===== config.mk =====
export PLATFORM = sky130hd
export DESIGN_NAME = dram_burst_pipe
export DESIGN_NICKNAME = d
export VERILOG_FILES = /design/src/rtl/dram_pkg.sv /design/src/rtl/dram_burst_pipe.sv
export SDC_FILE = /design/constraint.sdc
export NUM_CORES = 1
export LEC_CHECK = 0
export ABC_AREA = 1
export CAP_MARGIN = 20
export CELL_PAD_IN_SITES_DETAIL_PLACEMENT = 0
export CELL_PAD_IN_SITES_GLOBAL_PLACEMENT = 1
export CORE_MARGIN = 5
export CORE_UTILIZATION = 47
export CTS_CLUSTER_DIAMETER = 200
export DETAILED_ROUTE_END_ITERATION = 12
export PLACE_DENSITY = 0.89
export SLEW_MARGIN = 20
export SYNTH_ARGS = -nofsm -noshare
export SYNTH_HDL_FRONTEND = slang
export SYNTH_SLANG_ARGS = --single-unit

===== constraint.sdc =====
create_clock -name clk -period 4.7 [get_ports clk]
set_input_delay 0.47 -clock clk [delete_from_list [all_inputs] [get_ports clk]]
set_output_delay 0.47 -clock clk [all_outputs]
set_load 0.02 [all_outputs]

===== src/rtl/dram_pkg.sv =====
// dram_pkg: shared types and constants for the DDR3 device-side responder.
// Holds the DFI command enum (built from {rasn,casn,wen}), the burst length,
// the sticky error bit positions and the default CAS/CAS-write latencies that
// the controller side uses as well.
package dram_pkg;

  typedef enum logic [2:0] {
    CMD_MRS = 3'b000,
    CMD_REF = 3'b001,
    CMD_PRE = 3'b010,
    CMD_ACT = 3'b011,
    CMD_WR  = 3'b100,
    CMD_RD  = 3'b101,
    CMD_NOP = 3'b111
  } dram_cmd_e;

  localparam int BURST_LEN   = 4;
  localparam int DEFAULT_CL  = 5;
  localparam int DEFAULT_CWL = 4;

  localparam int ERR_BITS          = 6;
  localparam int ERR_CLOSED        = 0;
  localparam int ERR_ACT_OPEN      = 1;
  localparam int ERR_REF_OPEN      = 2;
  localparam int ERR_COLLIDE       = 3;
  localparam int ERR_WR_MISSING    = 4;
  localparam int ERR_WR_UNEXPECTED = 5;

  // Code 110 has no meaning on this device and is treated as a NOP.
  function automatic dram_cmd_e decode_cmd(input logic rasn, input logic casn,
                                           input logic wen);
    case ({rasn, casn, wen})
      3'b000:  return CMD_MRS;
      3'b001:  return CMD_REF;
      3'b010:  return CMD_PRE;
      3'b011:  return CMD_ACT;
      3'b100:  return CMD_WR;
      3'b101:  return CMD_RD;
      default: return CMD_NOP;
    endcase
  endfunction

endpackage


===== src/rtl/dram_burst_pipe.sv =====
// dram_burst_pipe: delay line with beat expansion. A launch entered in cycle t
// produces beats 0..3 in cycles t+DELAY .. t+DELAY+3 (combinational outputs).
// Ports:
//   clk, rst         clock, asynchronous active-high reset
//   clear_i          synchronous flush of every stage
//   launch_i         start a burst this cycle
//   payload_i        address fields carried along with the burst
//   beat_valid_o     a beat is due this cycle
//   payload_o        address fields of the burst owning this beat
//   beat_o           beat number 0..3
//   overlap_o        a new launch lands on a burst still being emitted
module dram_burst_pipe
  import dram_pkg::*;
#(
  parameter int DEPTH = 9,
  parameter int DELAY = 4,
  parameter int PW    = 12
) (
  input  logic          clk,
  input  logic          rst,
  input  logic          clear_i,
  input  logic          launch_i,
  input  logic [PW-1:0] payload_i,
  output logic          beat_valid_o,
  output logic [PW-1:0] payload_o,
  output logic [1:0]    beat_o,
  output logic          overlap_o
);

  typedef struct packed {
    logic          valid;
    logic [PW-1:0] payload;
  } stage_t;

  stage_t [DEPTH-1:0] stage_q, stage_d;

  always_comb begin
    stage_d = stage_q;
    stage_d[0].valid   = launch_i;
    stage_d[0].payload = payload_i;
    for (int i = 1; i < DEPTH; i++) begin
      stage_d[i] = stage_q[i-1];
    end
    if (clear_i) begin
      stage_d = '0;
    end
  end

  always_ff @(posedge clk or posedge rst) begin
    if (rst) begin
      stage_q <= '0;
    end else begin
      stage_q <= stage_d;
    end
  end

  // Stage DELAY-1+k holds the burst that owes beat k this cycle. Scanning
  // from the oldest beat down lets the newest burst win any overlap.
  always_comb begin
    beat_valid_o = 1'b0;
    payload_o    = '0;
    beat_o       = '0;
    for (int k = BURST_LEN - 1; k >= 0; k--) begin
      if (stage_q[DELAY-1+k].valid) begin
        beat_valid_o = 1'b1;
        payload_o    = stage_q[DELAY-1+k].payload;
        beat_o       = 2'(k);
      end
    end
  end

  // Bursts launched fewer than BURST_LEN clocks apart share beat slots.
  always_comb begin
    overlap_o = 1'b0;
    for (int i = 0; i < BURST_LEN - 1; i++) begin
      if (stage_q[i].valid) begin
        overlap_o = launch_i;
      end
    end
  end

  // Stages past the last tap only exist to keep the line at its full depth.
  logic unused_tail;
  assign unused_tail = ^stage_q[DEPTH-1:DELAY+BURST_LEN-1];

endmodule


### Word-level counts from Yosys, hierarchy flattened

Index checks and enable logic that the tools add are counted.

| word-level totals | value |
|---|---|
| output and inout bits | 16 |
| input port bits | 16 |
| bits in registers | 91 |
| logic and storage cells | 30 |

| operators by class | value |
|---|---|
| muxes and demuxes | 16 |

Operator list:

| cell | number |
|---|---|
| $mux 104 | 1 |
| $mux 12 | 4 |
| $mux 2 | 4 |
| $mux 1 | 7 |

### Logic depth before layout (Yosys ltp)

Gate-level depths: netlist of the first run.

| logic depth | value |
|---|---|
| depth after elaboration | 4 |
| gate-level depth with buffers | 6 |
| depth with buffers taken out | 5 |

### Worst setup path after synthesis of the first run

No wires, ideal clock.

| timing path | value |
|---|---|
| kind | register to output |
| start point | register stage_q[51] (netlist name) |
| end point | output port beat_o[1] |
| cell stages (with the launch flop) | 4 |
| slack | 3.090 ns |
| data required time | 4.230 ns |
| path buffers | 2 |
| arrival | 1.140 ns |
| path through | dfrtp_1 -> buf_2 -> buf_4 -> nor3_1 |

| on the way | value |
|---|---|
| cells in the longest elaborated chain, start to end | 1 |

RTL lines:

| item | line | text |
|---|---|---|
| from (decl) | dram_burst_pipe.sv:35 | `stage_t [DEPTH-1:0] stage_q, stage_d;` |
| from (signal assigned) | dram_burst_pipe.sv:53 | `stage_q <= stage_d;` |
| $mux 2 | dram_burst_pipe.sv:64 | `if (stage_q[DELAY-1+k].valid) begin` |
| to (decl) | dram_burst_pipe.sv:26 | `output logic [1:0] beat_o,` |

Every way passes these cells.

### Final worst setup path of the first run

| timing path | value |
|---|---|
| start point | register stage_q[64] (netlist name) |
| end point | output port beat_o[0] |

| on the way | value |
|---|---|
| cells in the longest elaborated chain, start to end | 2 |

RTL lines:

| item | line |
|---|---|
| $mux 2 (2 in series) | dram_burst_pipe.sv:64 |

Every way passes these cells.

==> reports/summary.log, run 1 <==
qor: route.vias 2207
qor: setup_path.startpoint_type register
qor: placement.portBuffers 31
qor: timing.finalClockSkew 0.00701 ns
qor: setup_path.critPathSlowestCell dfrtp_1
qor: setup_path.critical_path.cell_chain inv_1 -> a21oi_1 -> clkdlybuf4s50_1
qor: logic_synthesis.synth-warning-count 0
qor: power.ir_drop 0.000187 V
qor: status.outcome completed
qor: logic_synthesis.net_count_of_the_mapped_netlist 399
qor: clock_tree.cts_setup_buffers 0
qor: timing.timing.fmax 374 MHz
qor: setup_path.path_class register to primary output
qor: power.standby_leakage_power 2.03 nW
qor: clock_tree.clk_path_buf_depth 2
qor: setup_path.reg2reg_from stage_q[51]
qor: clock_tree.tritoncts_num_sinks 91
qor: route.detail_route.wl_per_cell 10.4 um
qor: setup_path.number_of_cells_traversed_by_the_worst_register_to_register_path 2
qor: logic_synthesis.synth.lib_cells_used.distinct 13
qor: timing.setup_repair_after_global_routing_missed_its_margin no
qor: global_routing.grt_antenna_before_repair 0
qor: logic_synthesis.synth_sequential_area_ratio 64.7%
qor: setup_path.critical_path_buf_inv_count 2
qor: timing.slew_headroom 40.3%
qor: setup_path.worstPathMaxFanout 26
qor: cells_and_area.layout-drive-gt1-share 6.55%
qor: timing.period_share 56.9%
qor: floorplanning.die_height 96.6 um
qor: clock_tree.clockRootBuffer clkbuf_8
qor: cells_and_area.biggestRegsByFlops stage_q x91
qor: global_routing.grt_overflow_total 0
qor: floorplanning.std_cell_rows 31
qor: cells_and_area.antenna_cells_inserted 0
qor: worst_hold_path.worst_min_delay_path_startpoint stage_q[11]
qor: cells_and_area.most_frequent_cells_in_the_layout 92 x nor2_1, 91 x dfrtp_1, 90 x inv_1
qor: route.drt-pass1-iter-count 4
qor: clock_tree.clk_pin_slew 0.08 ns
qor: global_routing.track_usage 13.1%
qor: global_routing.grt_max_degree 92
qor: power.power_per_cell_area 338 nW/um^2
qor: clock_tree.cts_repair_resizes 0
qor: global_routing.grt_pass1_vias 2179
qor: setup_path.cp_top_family flip-flops
qor: route.drt_wl_total 5310 um
qor: setup_path.timing.critical_path.depth 3
qor: floorplanning.fp.dieArea 9320 um^2
qor: setup_path.timing.critical_path.slowest_cell_delay 0.86 ns
qor: timing.finalHoldViolations 0
qor: setup_path.timing.critical_path.arrival 2.20 ns
qor: run.maxCapViolCount 0
qor: global_routing.grt_first_pass_wirelength 9390 um
qor: setup_path.cp.required 4.23 ns
qor: cells_and_area.final_core_utilization 55.1%
qor: cells_and_area.final_common_cell nor2_1
qor: setup_path.crit_path_end beat_o[0]
qor: clock_tree.cts_inserted_buffers 9
qor: route.dr.first_iter.drc_count 88
qor: route.final_antenna_net_count 0
qor: cells_and_area.fin_nets 424
qor: cells_and_area.largest_register_ffs 91
qor: logic_synthesis.number_of_synthesized_register_bits 91
qor: setup_path.r2r_slack 3.43 ns
qor: timing.layout_min_cycle_time 2.67 ns
qor: logic_synthesis.netlist.top_cell.by_area dfrtp_1
qor: clock_tree.htreeDepth 3
qor: route.avgViaCountPerCell 4.32
qor: clock_tree.cts_tree yes
qor: logic_synthesis.syn_area 3520 um^2
qor: setup_path.end_kind primary output
qor: floorplanning.floorplan.core_area 7290 um^2
qor: logic_synthesis.netlist_instances 383
qor: floorplanning.die-width 96.6 um
qor: cells_and_area.fillCellCount 682
qor: timing.setup_viol_count_final 0
qor: cells_and_area.flow.area_growth_from_synthesis 14.2%
qor: timing.timing.final.max_slew_violations 0
qor: cells_and_area.top_register stage_q
qor: floorplanning.initial_utilization 48.3%
qor: logic_synthesis.yosys.area.top_type_share 64.7%
qor: route.drc_errors 0
qor: logic_synthesis.yosys-top-cells-area dfrtp_1 65%, nor2_1 9.8%, inv_1 9.7%
qor: setup_path.cp-startpoint stage_q[64]
qor: floorplanning.floorplan.io_pins 32
qor: timing.tightest_slew 0.896 ns
qor: worst_hold_path.worst_hold_path_type register to register
qor: timing.setup-tns-final 0 ns
qor: setup_path.r2r_end stage_q[64]
qor: placement.post_detail_place_hpwl 3260 um
qor: clock_tree.hold_buffers 0
qor: logic_synthesis.postSynthAreaPerCell 9.19 um^2
qor: placement.routabilityCongestion 0.819
qor: clock_tree.clock_latency 0.34 ns
-- kinds of logic after synthesis --
kind of cell	after synthesis	synth area share (%)
simple gates	155	18.2
buf+inv	111	13.4
flops	91	64.7
compound gates	26	3.73
-- metal layers --
| metal | up-vias | wire length (um) | global-route usage [%] |
|---|---|---|---|
| met5 | - | 0 | 0 |
| met2 | 33 | 2680 | 22.8 |
| met1 | 1034 | 2310 | 15.1 |
| li1 | 1133 | - | - |
| met3 | 7 | 228 | 3.49 |
| met4 | 0 | 84 | 5.96 |
-- area by class of cell --
class / instances / area, um^2 / area share (%)
clock buffer: 10 / 128 / 3.17
clock inverter: 5 / 55.1 / 1.37
inverter: 92 / 347 / 8.62
multi-input combinational: 181 / 771 / 19.2
sequential: 91 / 2280 / 56.6
tap: 99 / 124 / 3.08
timing repair buffer: 33 / 320 / 7.97
-- synth_stat cells --
cell type and number:
nor2_1 92, dfrtp_1 91, inv_1 91, nand2_1 49, a21oi_1 25, buf_2 12
nand3_2 8, nand3_1 5, buf_6 4, buf_4 3, a31oi_1 1, inv_2 1
nor3_1 1
-- metrics by stage --
stage	instances	hold WS (ns)	area (um^2)	total power [mW]	worst slack (ns)
floorplan	383	0.434	3520	0.864	1.87
global placement	496	0.436	3840	0.886	2.43
detailed placement	496	0.446	3840	0.889	2.39
CTS	511	0.465	4020	1.38	2.00
global route	511	0.473	4020	1.42	1.81
finish	511	0.462	4020	1.36	2.03
-- worst register-to-register path, delay by kind of cell, from the launching register on --
family                 cells  cell delay [ns]
DFF                        1             0.93
and+or+nand+nor            1             0.12
buffers and inverters      1             0.15
-- power by group --
part           leakage (nW)  switching [mW]  internal, mW
Sequential             1.24         0.00683         0.799
Clock                0.0881           0.247         0.241
Combinational         0.698          0.0417        0.0235
Total                  2.03           0.295          1.06
-- how the worst min path moves through the flow --
stage | to | cells after the start | slack [ns]
6_report | stage_q[24] | 2 | 0.46
5_1_grt | stage_q[39] | 2 | 0.47
4_1_cts | stage_q[46] | 2 | 0.46
3_5_place_dp | stage_q[46] | 2 | 0.45
3_3_place_gp | stage_q[14] | 2 | 0.44
2_1_floorplan | stage_q[13] | 2 | 0.43
No activity file was read; power rests on OpenSTA's default activity.
==> run 2, diff against run 1 <==
--- a/config.mk
+++ b/config.mk
@@ -10,10 +10,10 @@
 export CELL_PAD_IN_SITES_DETAIL_PLACEMENT = 0
 export CELL_PAD_IN_SITES_GLOBAL_PLACEMENT = 1
 export CORE_MARGIN = 5
-export CORE_UTILIZATION = 47
+export CORE_UTILIZATION = 43
 export CTS_CLUSTER_DIAMETER = 200
 export DETAILED_ROUTE_END_ITERATION = 12
-export PLACE_DENSITY = 0.89
+export PLACE_DENSITY = 0.83
 export SLEW_MARGIN = 20
 export SYNTH_ARGS = -nofsm -noshare
 export SYNTH_HDL_FRONTEND = slang
==> constraint.sdc (replaced) <==
create_clock -name clk -period 2.46 [get_ports clk]
set_input_delay 0.246 -clock clk [delete_from_list [all_inputs] [get_ports clk]]
set_output_delay 0.246 -clock clk [all_outputs]
set_load 0.02 [all_outputs]
==> reports/summary.log, run 2 (same netlist as run 1, synthesis figures left out) <==
qor: status.outcome completed
qor: power.combinational_power_share 4.9% [about the same]
qor: cells_and_area.fin_nets 426 [+0.47%]
qor: timing.tightest_slew 0.492 ns [-0.404 ns]
qor: setup_path.timing.critical_path.depth 6 [+3]
qor: clock_tree.cts_setup_buffers 0 [unchanged]
qor: setup_path.cp_top_family buffers and inverters
qor: cells_and_area.top_register stage_q
qor: clock_tree.clockRootBuffer clkbuf_8
qor: setup_path.timing.critical_path.arrival 2.00 ns [-0.20 ns]
qor: setup_path.timing.critical_path.slowest_cell_delay 0.60 ns [-0.26 ns]
qor: global_routing.grt_max_degree 92 [unchanged]
qor: floorplanning.die_height 100 um [+4.1%]
qor: route.drt-pass1-iter-count 4 [unchanged]
qor: global_routing.grt_pass1_vias 2290 [+5.1%]
qor: clock_tree.clk_pin_slew 0.08 ns [about the same]
qor: timing.layout_min_cycle_time 2.25 ns
qor: setup_path.end_kind primary output
qor: clock_tree.htreeDepth 3 [unchanged]
qor: setup_path.cp.required 2.21 ns [-2.02 ns]
qor: cells_and_area.stdcell_count 520 [+1.8%]
qor: route.drt_wl_total 5280 um [-0.43%]
qor: setup_path.crit_path_end payload_o[9]
qor: power.power.share.switching 21.7% [about the same]
qor: power.clock_group_share_of_total_power 36.8% [+0.9 points]
qor: power.power_per_cell_area 646 nW/um^2 [+91%]
qor: floorplanning.die-width 100 um [+4.1%]
qor: cells_and_area.biggestRegsByFlops stage_q x91
qor: cells_and_area.flow.area_growth_from_synthesis 16.1%
qor: setup_path.cpMostUsedCell nand2_1
qor: power.ir_drop 0.000249 V [+33%]
qor: route.drc_errors 0 [unchanged]
qor: route.vias 2200 [-0.32%]
qor: clock_tree.cts_inserted_buffers 9 [unchanged]
qor: floorplanning.floorplan.core_area 8090 um^2 [+11%]
qor: power.internal-power 2.07 mW [+95%]
qor: placement.post_detail_place_hpwl 3110 um [-4.7%]
qor: clock_tree.clk_path_buf_depth 2 [unchanged]
qor: timing.period_share 91.4%
qor: setup_path.path_class register to primary output
qor: timing.timing.final.max_slew_violations 0 [unchanged]
qor: timing.setup_viol_count_final 0 [unchanged]
qor: cells_and_area.final_core_utilization 50.5% [-4.6 points]
qor: cells_and_area.layout-drive-gt1-share 7.95% [+1.4 points]
qor: floorplanning.fp.dieArea 10100 um^2 [+8.3%]
qor: timing.finalHoldViolations 0 [unchanged]
qor: clock_tree.cts_tree yes
qor: global_routing.track_usage 12.2% [-0.92 points]
qor: setup_path.critical_path_buf_inv_count 2 [unchanged]
qor: setup_path.worstPathMaxFanout 8 [-69%]
qor: timing.timing.fmax 445 MHz
qor: cells_and_area.multiInputGateArea 771 um^2 [unchanged]
qor: placement.portBuffers 31 [unchanged]
qor: setup_path.r2r_slack 1.47 ns [-1.96 ns]
qor: cells_and_area.fillCellCount 764 [+12%]
qor: power.power.net_switching 0.574 mW [+94%]
qor: cells_and_area.largest_register_ffs 91 [unchanged]
qor: setup_path.r2r_end stage_q[64]
qor: floorplanning.std_cell_rows 33 [+6.5%]
qor: cells_and_area.final_common_cell nor2_1
qor: setup_path.critical_path.cell_chain buf_4 -> a21oi_1 -> nand2_1 -> nand2_1 -> nand2_1 -> clkdlybuf4s50_1
qor: floorplanning.floorplan.io_pins 32 [unchanged]
qor: cells_and_area.area.sequential 2280 um^2 [+0.17%]
qor: global_routing.grt_antenna_before_repair 0 [unchanged]
qor: worst_hold_path.worst_hold_path_type input pin to async pin
qor: global_routing.grt_first_pass_wirelength 9710 um [+3.4%]
qor: route.detail_route.wl_per_cell 10.2 um [-2.2%]
qor: clock_tree.tritoncts_num_sinks 91 [unchanged]
qor: placement.routabilityCongestion 0.757 [-7.6%]
qor: global_routing.grt_overflow_total 0 [unchanged]
qor: clock_tree.clock_latency 0.34 ns [about the same]
qor: timing.setup-tns-final 0 ns [unchanged]
qor: power.standby_leakage_power 2.05 nW [+1.1%]
qor: cells_and_area.most_frequent_cells_in_the_layout 92 x nor2_1, 90 x inv_1, 88 x dfrtp_1
qor: cells_and_area.antenna_cells_inserted 0 [unchanged]
qor: setup_path.reg2reg_from stage_q[51]
qor: setup_path.startpoint_type register
qor: floorplanning.initial_utilization 43.5% [-4.8 points]
qor: power.totalPowerFinal 2.64 mW [+95%]
qor: timing.setup_repair_after_global_routing_missed_its_margin no
qor: setup_path.number_of_cells_traversed_by_the_worst_register_to_register_path 2 [unchanged]
qor: route.final_antenna_net_count 0 [unchanged]
qor: setup_path.cp-startpoint stage_q[77]
qor: route.avgViaCountPerCell 4.23 [-2.0%]
qor: power.seqPwrFrac 58.2% [-1.1 points]
qor: timing.holdWs 0.364 ns [-0.0979 ns]
qor: setup_path.critPathSlowestCell clkdlybuf4s50_1
qor: timing.slew_headroom 67.2% [+27 points]
qor: route.dr.first_iter.drc_count 99 [+13%]
qor: placement.numPlacedInstances 504 [+1.6%]
qor: timing.finalClockSkew 0.00826 ns [+0.00125 ns]
qor: run.maxCapViolCount 0 [unchanged]
[run 2: cell types whose count changed in the layout (fill, tap and decap cells not counted), sizes merged]
cell,previous run,this run
buf,3,5
clkbuf,10,11
[run 2: stage by stage]
| stage | setup slack, ns | instance area [um^2] |
|---|---|---|
| floorplan | 1.07 | 3520 |
| global placement | 0.374 | 3890 |
| detailed placement | 0.356 | 3890 |
| CTS | 0.0347 | 4080 |
| global route | 0.0711 | 4090 |
| finish | 0.212 | 4090 |
[run 2: power groups by stage]
stage	Sequential [mW]	Clock, mW	Combinational, mW
2_1_floorplan	1.56	0	0.0878
3_3_place_gp	1.57	0	0.133
3_5_place_dp	1.57	0	0.135
4_1_cts	1.54	1.01	0.135
5_1_grt	1.54	1.06	0.152
6_report	1.54	0.973	0.130
[run 2: how the worst min path moves through the flow]
stage	startpoint	to	slack, ns	depth (start not counted)
after floorplan	payload_i[0]	stage_q[0]	0.35	2
after global placement	stage_q[0]	stage_q[13]	0.44	2
after detailed placement	stage_q[9]	stage_q[22]	0.44	2
after CTS	payload_i[4]	stage_q[4]	0.38	3
after global routing	payload_i[4]	stage_q[4]	0.39	3
final	rst	stage_q[38]	0.36	3
[run 2: worst reg2reg max path: cells and delay by family (launching register included)]
kind	cells	cell delay (ns)
flops	1	0.68
buf+inv	1	0.13
simple gates	1	0.10
[run 2: repair_timing]
action                     4_1_cts  5_1_grt
hold buffers                     0        0
cloned                           0        0
gates resized for setup          1        4
setup endpoints to repair        3        9
pin swaps                        0        0
[run 2: layer usage]
metal | vias up | wire (um) | global-route usage, % | share of wire, %
met5 | - | 0 | 0 | 0
met4 | 0 | 84 | 6.53 | 1.6
met3 | 7 | 159 | 2.56 | 3.0
met2 | 27 | 2620 | 21.2 | 50
met1 | 1028 | 2410 | 14.0 | 46
li1 | 1138 | - | - | -
[run 2: final cells by class]
class | instances | share of cell area, %
clock inverter | 5 | 1.29
clock buffer | 11 | 3.46
inverter | 92 | 8.60
multi-input combinational | 181 | 18.8
timing repair buffer | 35 | 8.81
sequential | 91 | 55.8
tap | 105 | 3.21
